## src/rtl/piso_serializer.sv

```systemverilog
// piso_serializer: framed parallel-in/serial-out transmitter (start, data, stop).
// Define PISO_PARITY_EN to insert an even-parity bit between data and stop.
module piso_serializer #(
  parameter int WIDTH     = 8,
  parameter bit LSB_FIRST = 1'b1
) (
  input  logic             clk,
  input  logic             rst,
  input  logic             load_valid,
  output logic             load_ready,
  input  logic [WIDTH-1:0] din,
  output logic             sout,
  output logic             busy,
  output logic             done
);

  localparam int CW = $clog2(WIDTH + 1);

`ifdef PISO_PARITY_EN
  typedef enum logic [2:0] {
    S_IDLE  = 3'd0,
    S_START = 3'd1,
    S_DATA  = 3'd2,
    S_PAR   = 3'd3,
    S_STOP  = 3'd4
  } state_t;
`else
  typedef enum logic [2:0] {
    S_IDLE  = 3'd0,
    S_START = 3'd1,
    S_DATA  = 3'd2,
    S_STOP  = 3'd4
  } state_t;
`endif

  state_t           state_q, state_d;
  logic [WIDTH-1:0] sh_q, sh_d;
  logic [CW-1:0]    cnt_q, cnt_d;
  logic             sout_q, sout_d;
  logic             busy_q, busy_d;
  logic             done_q, done_d;
  logic             rdy_q, rdy_d;
  logic             head;
  logic [WIDTH-1:0] sh_next;
  logic             last_bit;

`ifdef PISO_PARITY_EN
  logic par_q, par_d;
`endif

  // Head of the shift register is the next bit to put on the line.
  assign head     = LSB_FIRST ? sh_q[0] : sh_q[WIDTH-1];
  assign sh_next  = LSB_FIRST ? (sh_q >> 1) : (sh_q << 1);
  assign last_bit = (cnt_q == CW'(WIDTH - 1));

  always_ff @(posedge clk or posedge rst) begin
    if (rst) begin
      state_q <= S_IDLE;
      sh_q    <= '0;
      cnt_q   <= '0;
      sout_q  <= 1'b1;
      busy_q  <= 1'b0;
      done_q  <= 1'b0;
      rdy_q   <= 1'b1;
`ifdef PISO_PARITY_EN
      par_q   <= 1'b0;
`endif
    end else begin
      state_q <= state_d;
      sh_q    <= sh_d;
      cnt_q   <= cnt_d;
      sout_q  <= sout_d;
      busy_q  <= busy_d;
      done_q  <= done_d;
      rdy_q   <= rdy_d;
`ifdef PISO_PARITY_EN
      par_q   <= par_d;
`endif
    end
  end

  always_comb begin
    state_d = state_q;
    sh_d    = sh_q;
    cnt_d   = cnt_q;
    sout_d  = 1'b1;
    busy_d  = 1'b0;
    done_d  = 1'b0;
    rdy_d   = 1'b0;
`ifdef PISO_PARITY_EN
    par_d   = par_q;
`endif
    case (state_q)
      S_IDLE: begin
        rdy_d = 1'b1;
        if (load_valid && rdy_q) begin
          state_d = S_START;
          sh_d    = din;
          sout_d  = 1'b0;
          busy_d  = 1'b1;
          rdy_d   = 1'b0;
`ifdef PISO_PARITY_EN
          par_d   = ^din;
`endif
        end
      end
      S_START: begin
        state_d = S_DATA;
        cnt_d   = '0;
        sout_d  = head;
        sh_d    = sh_next;
        busy_d  = 1'b1;
      end
      S_DATA: begin
        busy_d = 1'b1;
        if (last_bit) begin
          cnt_d = '0;
`ifdef PISO_PARITY_EN
          state_d = S_PAR;
          sout_d  = par_q;
`else
          state_d = S_STOP;
          done_d  = 1'b1;
`endif
        end else begin
          cnt_d  = cnt_q + CW'(1);
          sout_d = head;
          sh_d   = sh_next;
        end
      end
`ifdef PISO_PARITY_EN
      S_PAR: begin
        state_d = S_STOP;
        busy_d  = 1'b1;
        done_d  = 1'b1;
      end
`endif
      S_STOP: begin
        state_d = S_IDLE;
        rdy_d   = 1'b1;
      end
      default: begin
        state_d = S_IDLE;
        sh_d    = '0;
        cnt_d   = '0;
        rdy_d   = 1'b1;
      end
    endcase
  end

  assign sout       = sout_q;
  assign busy       = busy_q;
  assign done       = done_q;
  assign load_ready = rdy_q;

endmodule
```

## config.mk

```make
export PLATFORM = sky130hd
export DESIGN_NAME = piso_serializer
export DESIGN_NICKNAME = d
export VERILOG_FILES = /design/src/rtl/piso_serializer.sv
export SDC_FILE = /design/constraint.sdc
export NUM_CORES = 1
export LEC_CHECK = 0
export ABC_AREA = 1
export CORE_MARGIN = 3
export CORE_UTILIZATION = 45
export DETAILED_ROUTE_END_ITERATION = 6
export GPL_TIMING_DRIVEN = 0
export MAX_ROUTING_LAYER = met4
export PLACE_DENSITY = 0.78
export RECOVER_POWER = 100
export SLEW_MARGIN = 0
export SYNTH_ARGS = -nofsm -noshare
export SYNTH_HDL_FRONTEND = slang
export SYNTH_SLANG_ARGS = --single-unit
```

## constraint.sdc

```tcl
create_clock -name clk -period 2.7 [get_ports clk]
set_clock_uncertainty 0.05 [all_clocks]
set_input_delay 0.54 -clock clk [delete_from_list [all_inputs] [get_ports clk]]
set_output_delay 0.54 -clock clk [all_outputs]
set_load 0.1 [all_outputs]
```

==> metrics.md, run 1 <==
| Metric | Value |
|---|---|
| Run status | `finished clean` |
| Async SR Flop Fraction | `100.0%` |
| Cell type contributing the most total cell area after synthesis | `dfrtp_1` |
| Sequential share of power | `35.9%` |
| Start point of the worst min-delay path | `sh_q[4]$_DFFE_PP0P_` |
| Count leader, synth | `nand2_1` |
| Count of flip-flops with a built-in enable after synthesis | `0` |
| Number of cells produced by synthesis | `110` |
| Most frequently used flop master after synthesis | `dfrtp_1` |
| CTS tree | `yes` |
| Cell at the root of the clock tree | `clkbuf_4` |
| Number of filler instances in the final layout | `between 150 and 200` |
| Power spent charging and discharging nets | `around 0.66 mW` |
| Critical path depth | `1` |
| Crit path cell chain | `clkdlybuf4s50_1` |
| Antenna violations before repair | `0` |
| Category of the most critical setup path | `reg2out` |
| DR WL/cell | `10.94 µm` |
| Dominant cells by area after synthesis | `dfrtp_1 (46%), nand2_1 (21%), dfstp_2 (5.7%), nor2_4 (4.9%), nor2_1 (3.3%)` |
| Die Footprint | `~2600 µm²` |
| Combinational cell fraction of total power | `53.4%` |
| Ratio of cells with drive above 1 in the final layout | `about a tenth` |
| Fraction of the yosys area taken by sequential cells | `a little over 50%` |
| Hold Path Stages | `2` |
| Fin crit share | `roughly 95%` |
| Number of vias after detailed routing | `a little over 700` |
| Crit path capture type | `output port` |
| Commonest cells in the netlist | `nand2_1 (51), dfrtp_1 (17), nor2_1 (8), inv_1 (7)` |
| H-tree levels | `1` |
| Detailed-routing iteration count for the pre-antenna-repair pass | `4` |
| Count of warnings emitted by yosys | `0` |
| Drt initial violations | `20` |
| DP Cell Count | `about 150` |
| ANT cells | `0` |
| Drc violations | `0` |
| Remaining Overflow, GRT | `0` |
| GRT Total Usage | `15.62%` |
| Leakage power | `0.5715 nW` |
| CP max stage cell | `clkdlybuf4s50_1` |
| Clock tree buffer depth | `2` |
| Synth Cell Area | `922.1 µm²` |
| Clk pin slew, worst setup/hold paths | `between 100 and 150 ps` |
| Number of buffers added by the clock tree synthesis step | `3` |
| Power density normalized to cell area | `between 1000 and 1500 nW/µm²` |
| ANT nets after route | `0` |
| Die width | `approximately 50 µm` |
| Max_cap viols | `0` |
| Post-CTS Repair Setup Buffers | `0` |
| Crit-path max cell delay | `around 1100 ps` |
| Remaining max-slew budget at the tightest pin | `approximately a third` |
| Via density per instance | `approximately 4.7` |
| Worst slack at placement | `between 400 and 500 ps` |
| Clock share of power | `a little over a tenth` |
| Top-level I/O count | `15` |
| Detailed Route WL | `~1700 µm` |
| Synthesized area per cell | `approximately 8.4 µm²` |
| Total negative slack | `0 ps` |
| Maximum number of pins on one net before global-route repair | `20` |
| Total clock sinks | `19` |
| Post-layout minimum cycle time | `2554 ps` |
| Post-CTS Hold Buffers | `0` |
| Register bit count reported by yosys | `19` |
| Clock network latency to the later pin of the worst-skew pair | `about 290 ps` |
| Post-layout net count | `141` |
| Switching Fraction | `49.60%` |
| Post-synthesis net count | `between 100 and 150` |
| Routability congestion estimate from global placement | `around 0.77` |
| Peak supply drop | `between 0.0006 and 0.0007 V` |
| Count of placed standard cells in the final layout, fillers left out | `153` |
| Number of buffers and inverters on the critical path | `1` |
| WHS Endpoint | `sh_q[4]$_DFFE_PP0P_` |
| Cell row count | `15` |
| Final core occ | `59.52%` |
| Critical R2R Capture | `sh_q[7]$_DFFE_PP0P_` |
| Placed wire-length estimate | `1228 µm` |
| Hold violation total from the final report | `0` |
| Data required time at the worst endpoint | `between 2000 and 2500 ps` |
| Vert. Die Dim | `51.27 µm` |
| Number of global-route vias before repair | `720` |
| Startpoint Class | `register` |
| Effective utilization at floorplan | `between 50 and 60%` |
| Placeable Area | `1821 µm²` |
| Depth of the worst register-to-register path | `7` |
| Unrepaired setup endpoints after global routing | `no` |
| Cells resized by post-CTS repair | `0` |
| Critical Path AT | `~2000 ps` |
| Slew at the pin with the worst max-slew slack | `979.5 ps` |
| Class of the tightest hold or removal check | `reg2reg` |
| Slew Viols, Final | `0` |
| Internal power of the cells | `approximately 0.67 mW` |
| Port Buf Inserts | `14` |
| Library cells used by synthesis | `18` |
| Max FO, Critical Path | `2` |
| Synthesis-to-finish area growth | `17.50%` |
| Flop-to-flop setup slack | `~660 ps` |
| Proportion of netlist area held by the largest area contributor | `a little under half` |
| Setup violation total in the final timing report | `0` |
| Critical path's top delay family | `buffers and inverters` |
| Maximum clock frequency | `between 300 and 400 MHz` |
| Startpoint of the lowest-slack register-to-register path | `state_q[0]$_DFFE_PP0P_` |
| Wire length of the first global-routing pass | `about 3000 µm` |
| Final Worst Setup Slack | `about 150 ps` |
[through the flow]
stage | power (mW) | hold WS, ps | area, µm²
2_1_floorplan | 1.075 | 399.1 | 922.1
3_3_place_gp | 1.219 | 412.7 | 1094
3_5_place_dp | 1.241 | 415.4 | 1094
4_1_cts | 1.388 | 445.4 | 1121
5_1_grt | 1.448 | 464.1 | 1084
6_report | 1.324 | 441.0 | 1084
[cell usage in the layout (no fill, tap or decap)]
| cell | n |
|---|---|
| clkdlybuf4s50_1 | 11 |
| o31ai_1 | 1 |
| nor2_1 | 11 |
| inv_2 | 1 |
| xor2_1 | 1 |
| clkinv_1 | 2 |
| a21oi_1 | 3 |
| nand2_1 | 52 |
| dfstp_2 | 2 |
| mux2i_1 | 1 |
| nor2_4 | 1 |
| o21ai_4 | 1 |
| ha_1 | 1 |
| dfrtp_1 | 17 |
| o21ai_0 | 1 |
| clkbuf_4 | 3 |
| clkinv_2 | 1 |
| dlygate4sd3_1 | 3 |
| inv_1 | 8 |
| nand3_1 | 3 |
| a22o_1 | 1 |
| nand2_2 | 3 |
[routing by layer]
metal | track usage, % | wire (µm) | vias up | share of wire [%]
met5 | - | 0 | - | 0
met4 | 5.677 | 6 | 0 | 0.36
met3 | 2.915 | 110 | 2 | 6.6
met2 | 26.82 | 801 | 21 | 48
met1 | 18.23 | 756 | 333 | 45
li1 | - | - | 370 | -
[cell type report]
class                           count  area [µm²]  area share (%)
Clock buffer                        3       22.52           2.079
Clock inverter                      1       5.005          0.4619
Inverter                           11       41.29           3.811
Multi-Input combinational cell     80       365.4           33.72
Sequential cell                    19       478.0           44.11
Tap cell                           25       31.28           2.887
Timing Repair Buffer               14       140.1           12.93
[state kept, by name, indices dropped and copies added (netlist names)]
| signal | cells |
|---|---|
| sh_q | 8 |
| cnt_q | 4 |
| state_q | 3 |
| busy | 1 |
| done | 1 |
| load_ready | 1 |
| sout | 1 |
[power groups by stage]
stage | Sequential (mW) | Clock [mW] | Combinational [mW]
after floorplan | 0.658 | 0 | 0.417
after global placement | 0.485 | 0 | 0.734
after detailed placement | 0.491 | 0 | 0.749
after CTS | 0.485 | 0.150 | 0.752
after global routing | 0.490 | 0.159 | 0.799
final | 0.475 | 0.141 | 0.707
[worst max path at each step]
stage | start | slack [ps] | to
3_5_place_dp | load_ready$_DFF_PP1_ | 480 | load_ready
2_1_floorplan | load_ready$_DFF_PP1_ | 960 | sh_q[0]$_DFFE_PP0P_
6_report | load_ready$_DFF_PP1_ | 150 | load_ready
5_1_grt | load_ready$_DFF_PP1_ | 100 | load_ready
3_3_place_gp | load_ready$_DFF_PP1_ | 480 | load_ready
4_1_cts | load_ready$_DFF_PP1_ | 130 | load_ready
[logic make-up after synthesis]
| group | count (synthesis) | share of synthesized area, % |
|---|---|---|
| buf+inv | 11 | 4.478 |
| flops | 19 | 51.83 |
| simple gates | 70 | 34.60 |
| fa+ha+maj | 1 | 1.357 |
| xor+xnor | 1 | 0.9500 |
| compound gates | 7 | 5.699 |
| mux | 1 | 1.086 |
No activity file was read; power rests on OpenSTA's default activity.
==> run 2, diff against run 1 <==
SKIP_LAST_GASP = 1   (was default)
==> results of run 2 <==
Same layout as run 1: the final DEF is identical, and so are final timing and power.
==> variant: new RTL, flow settings as in run 2 <==
`sh_q` no longer has a reset.
--- a/src/rtl/piso_serializer.sv
+++ b/src/rtl/piso_serializer.sv
@@ -58,3 +58,2 @@
       state_q <= S_IDLE;
-      sh_q    <= '0;
       cnt_q   <= '0;
@@ -69,3 +68,2 @@
       state_q <= state_d;
-      sh_q    <= sh_d;
       cnt_q   <= cnt_d;
@@ -79,2 +77,6 @@
     end
+  end
+
+  always_ff @(posedge clk) begin
+    sh_q <= sh_d;
   end
Check against the original RTL: no difference found for any inputs over 10 cycles, from zero or initial values and one cycle with rst high; that may be too few to reach the edited logic, so the function may still have changed.
==> variant against run 2 <==
- critical path depth unchanged
- wire length down 17%
- power down 3.4%
- sequential cell count unchanged
- final area down 1.8%
- combinational power down 17%
- setup slack worse by 0.044 ns
- area after synthesis down 4.2%
==> variant: results (changes against run 2) <==
The total routed wire length on the met1 layer was 689 um (-8.9%). The number of different library cells in the post-synthesis netlist is 21 (+3). The synthesized-area fraction occupied by ao, oa, aoi and oai cells was 0.0269 (-0.0301). The weighted congestion reported at the end of routability-driven placement is 0.750 (-2.2%).

The setup slack of the most critical reg-to-reg path is 0.61 ns (-0.05 ns). The post-synthesis net count is 105 (-14%). The share of synthesized area occupied by flip-flops and latches is 0.586 (+0.0681). The via count is 637 (-12%).

Among all stages on the critical path, the largest delay is contributed by dlygate4sd3_1. The via count of the first global-routing pass is 605 (-16%). For this run, the leading register cell type out of synthesis is dfrtp_1. The run finished with clean final reports. The final hold slack came out at 0.479 ns (+0.0377 ns). The total wirelength of the detailed-routed design is 1390 um (-17%). The met3 demand-to-capacity share in global routing is 0.0297 (+0.000519).

The path with the worst hold slack has its endpoint at sh_q[3]. The worst vdd rail ir drop came out at 0.837 mV (+33%). The adder-cell area share of the yosys netlist is 0.0142 (+0.000596). The diode insertion count for antenna repair is 0 (unchanged).

The final cell count without fillers came out at 136 (-11%). The worst relative slew slack came to 0.351 (+0.00590). The wire length on met2 came out at 637 um (-20%). The total number of nets in the final design is 124 (-12%). The fraction of synthesized cell area in xor and xnor cells is 0.00992 (+0.000417). The longest individual stage delay on the worst path came out at 1.19 ns (+0.06 ns). The maximum number of pins on one net before global-route repair is 12 (-40%). The share of post-route cells with drive strength above 1 was 0.0991 (+0.00535). The worst slack at placement was 0.463 ns (-0.0125 ns). The instance area at placement came out at 1050 um2 (-3.5%). The termination of the worst setup path is sout. The post-route clock period utilization is 0.962 (+0.0165). The number of setup buffers added after CTS came out at 0 (unchanged). The async set-or-reset flop fraction in the synthesized netlist is 0.579 (-0.421). The static leakage power came out at 0.497 nW (-13%). The number of cells traversed by the worst register-to-register path is 4 (-3). The endpoint identified for the worst register-to-register timing path is sh_q[2]. The number of design-rule violations left by the first detailed-router iteration was 15 (-25%). The number of antenna violations at the first check in global routing was 0 (unchanged).

The global-route total usage across every layer came out at 0.136 (-0.0199). The multiplexer area fraction after synthesis came to 0 (-0.0109). The switching power summed over all nets was 0.000583 W (-11%).

The detailed-router iteration count before antenna repair is 4 (unchanged). The placed wire-length estimate is 1050 um (-14%). The maximum clock path buffer count came to 2 (unchanged). The largest fanout on the critical path is 1 (-1). The average instance area after synthesis came to 9.50 um2 (+13%). The met2 track demand over resource is 0.198 (-0.0704). The arrival time of data at the critical path endpoint came to 2.01 ns (+0.05 ns). The met3 routed wirelength came out at 55 um (-50%). In this run the worst setup path begins at sout. The startpoint of the worst register-to-register path is state_q[2].

Ranked by total cell area, the synthesized netlist is headed by edfxtp_1, dfrtp_1, nand2_1. The number of flops mapped to enable cells by yosys is 8 (+8). The global-route wire length before repair is 2590 um (-14%). The number of CTS-inserted buffers is 3 (unchanged). Counting instances in the post-synthesis netlist gives the leading cell types as nand2_1, nand3_1, dfrtp_1.

The fraction of met1 tracks used by global routing is 0.187 (+0.00422). The hold path startpoint is sh_q[4]. The instance count after placement with tap cells included was 132 (-11%).
[variant: cell count changes after synthesis, moves of 4 or more]
cell      delta
nand2_1     -19
nand3_1     +10
dfrtp_1      -8
edfxtp_1     +8
nand2_2      -4
nor2_1       -4
[variant: layout make-up]
cell class | instances | area (um2)
timing repair buffer | 14 | 140
fill | 163 | 719
buffer | 2 | 7.51
multi-input combinational | 62 | 302
clock buffer | 3 | 22.5
inverter | 10 | 37.5
sequential | 19 | 518
clock inverter | 1 | 5.00
tap | 25 | 31.3
[variant: power groups by stage]
stage | Sequential [W] | Combinational (W) | Clock, W
6_report | 0.000551 | 0.000589 | 0.000138
5_1_grt | 0.000567 | 0.000663 | 0.000160
4_1_cts | 0.000559 | 0.000624 | 0.000144
3_5_place_dp | 0.000566 | 0.000620 | 0
3_3_place_gp | 0.000563 | 0.000610 | 0
2_1_floorplan | 0.000730 | 0.000317 | 0
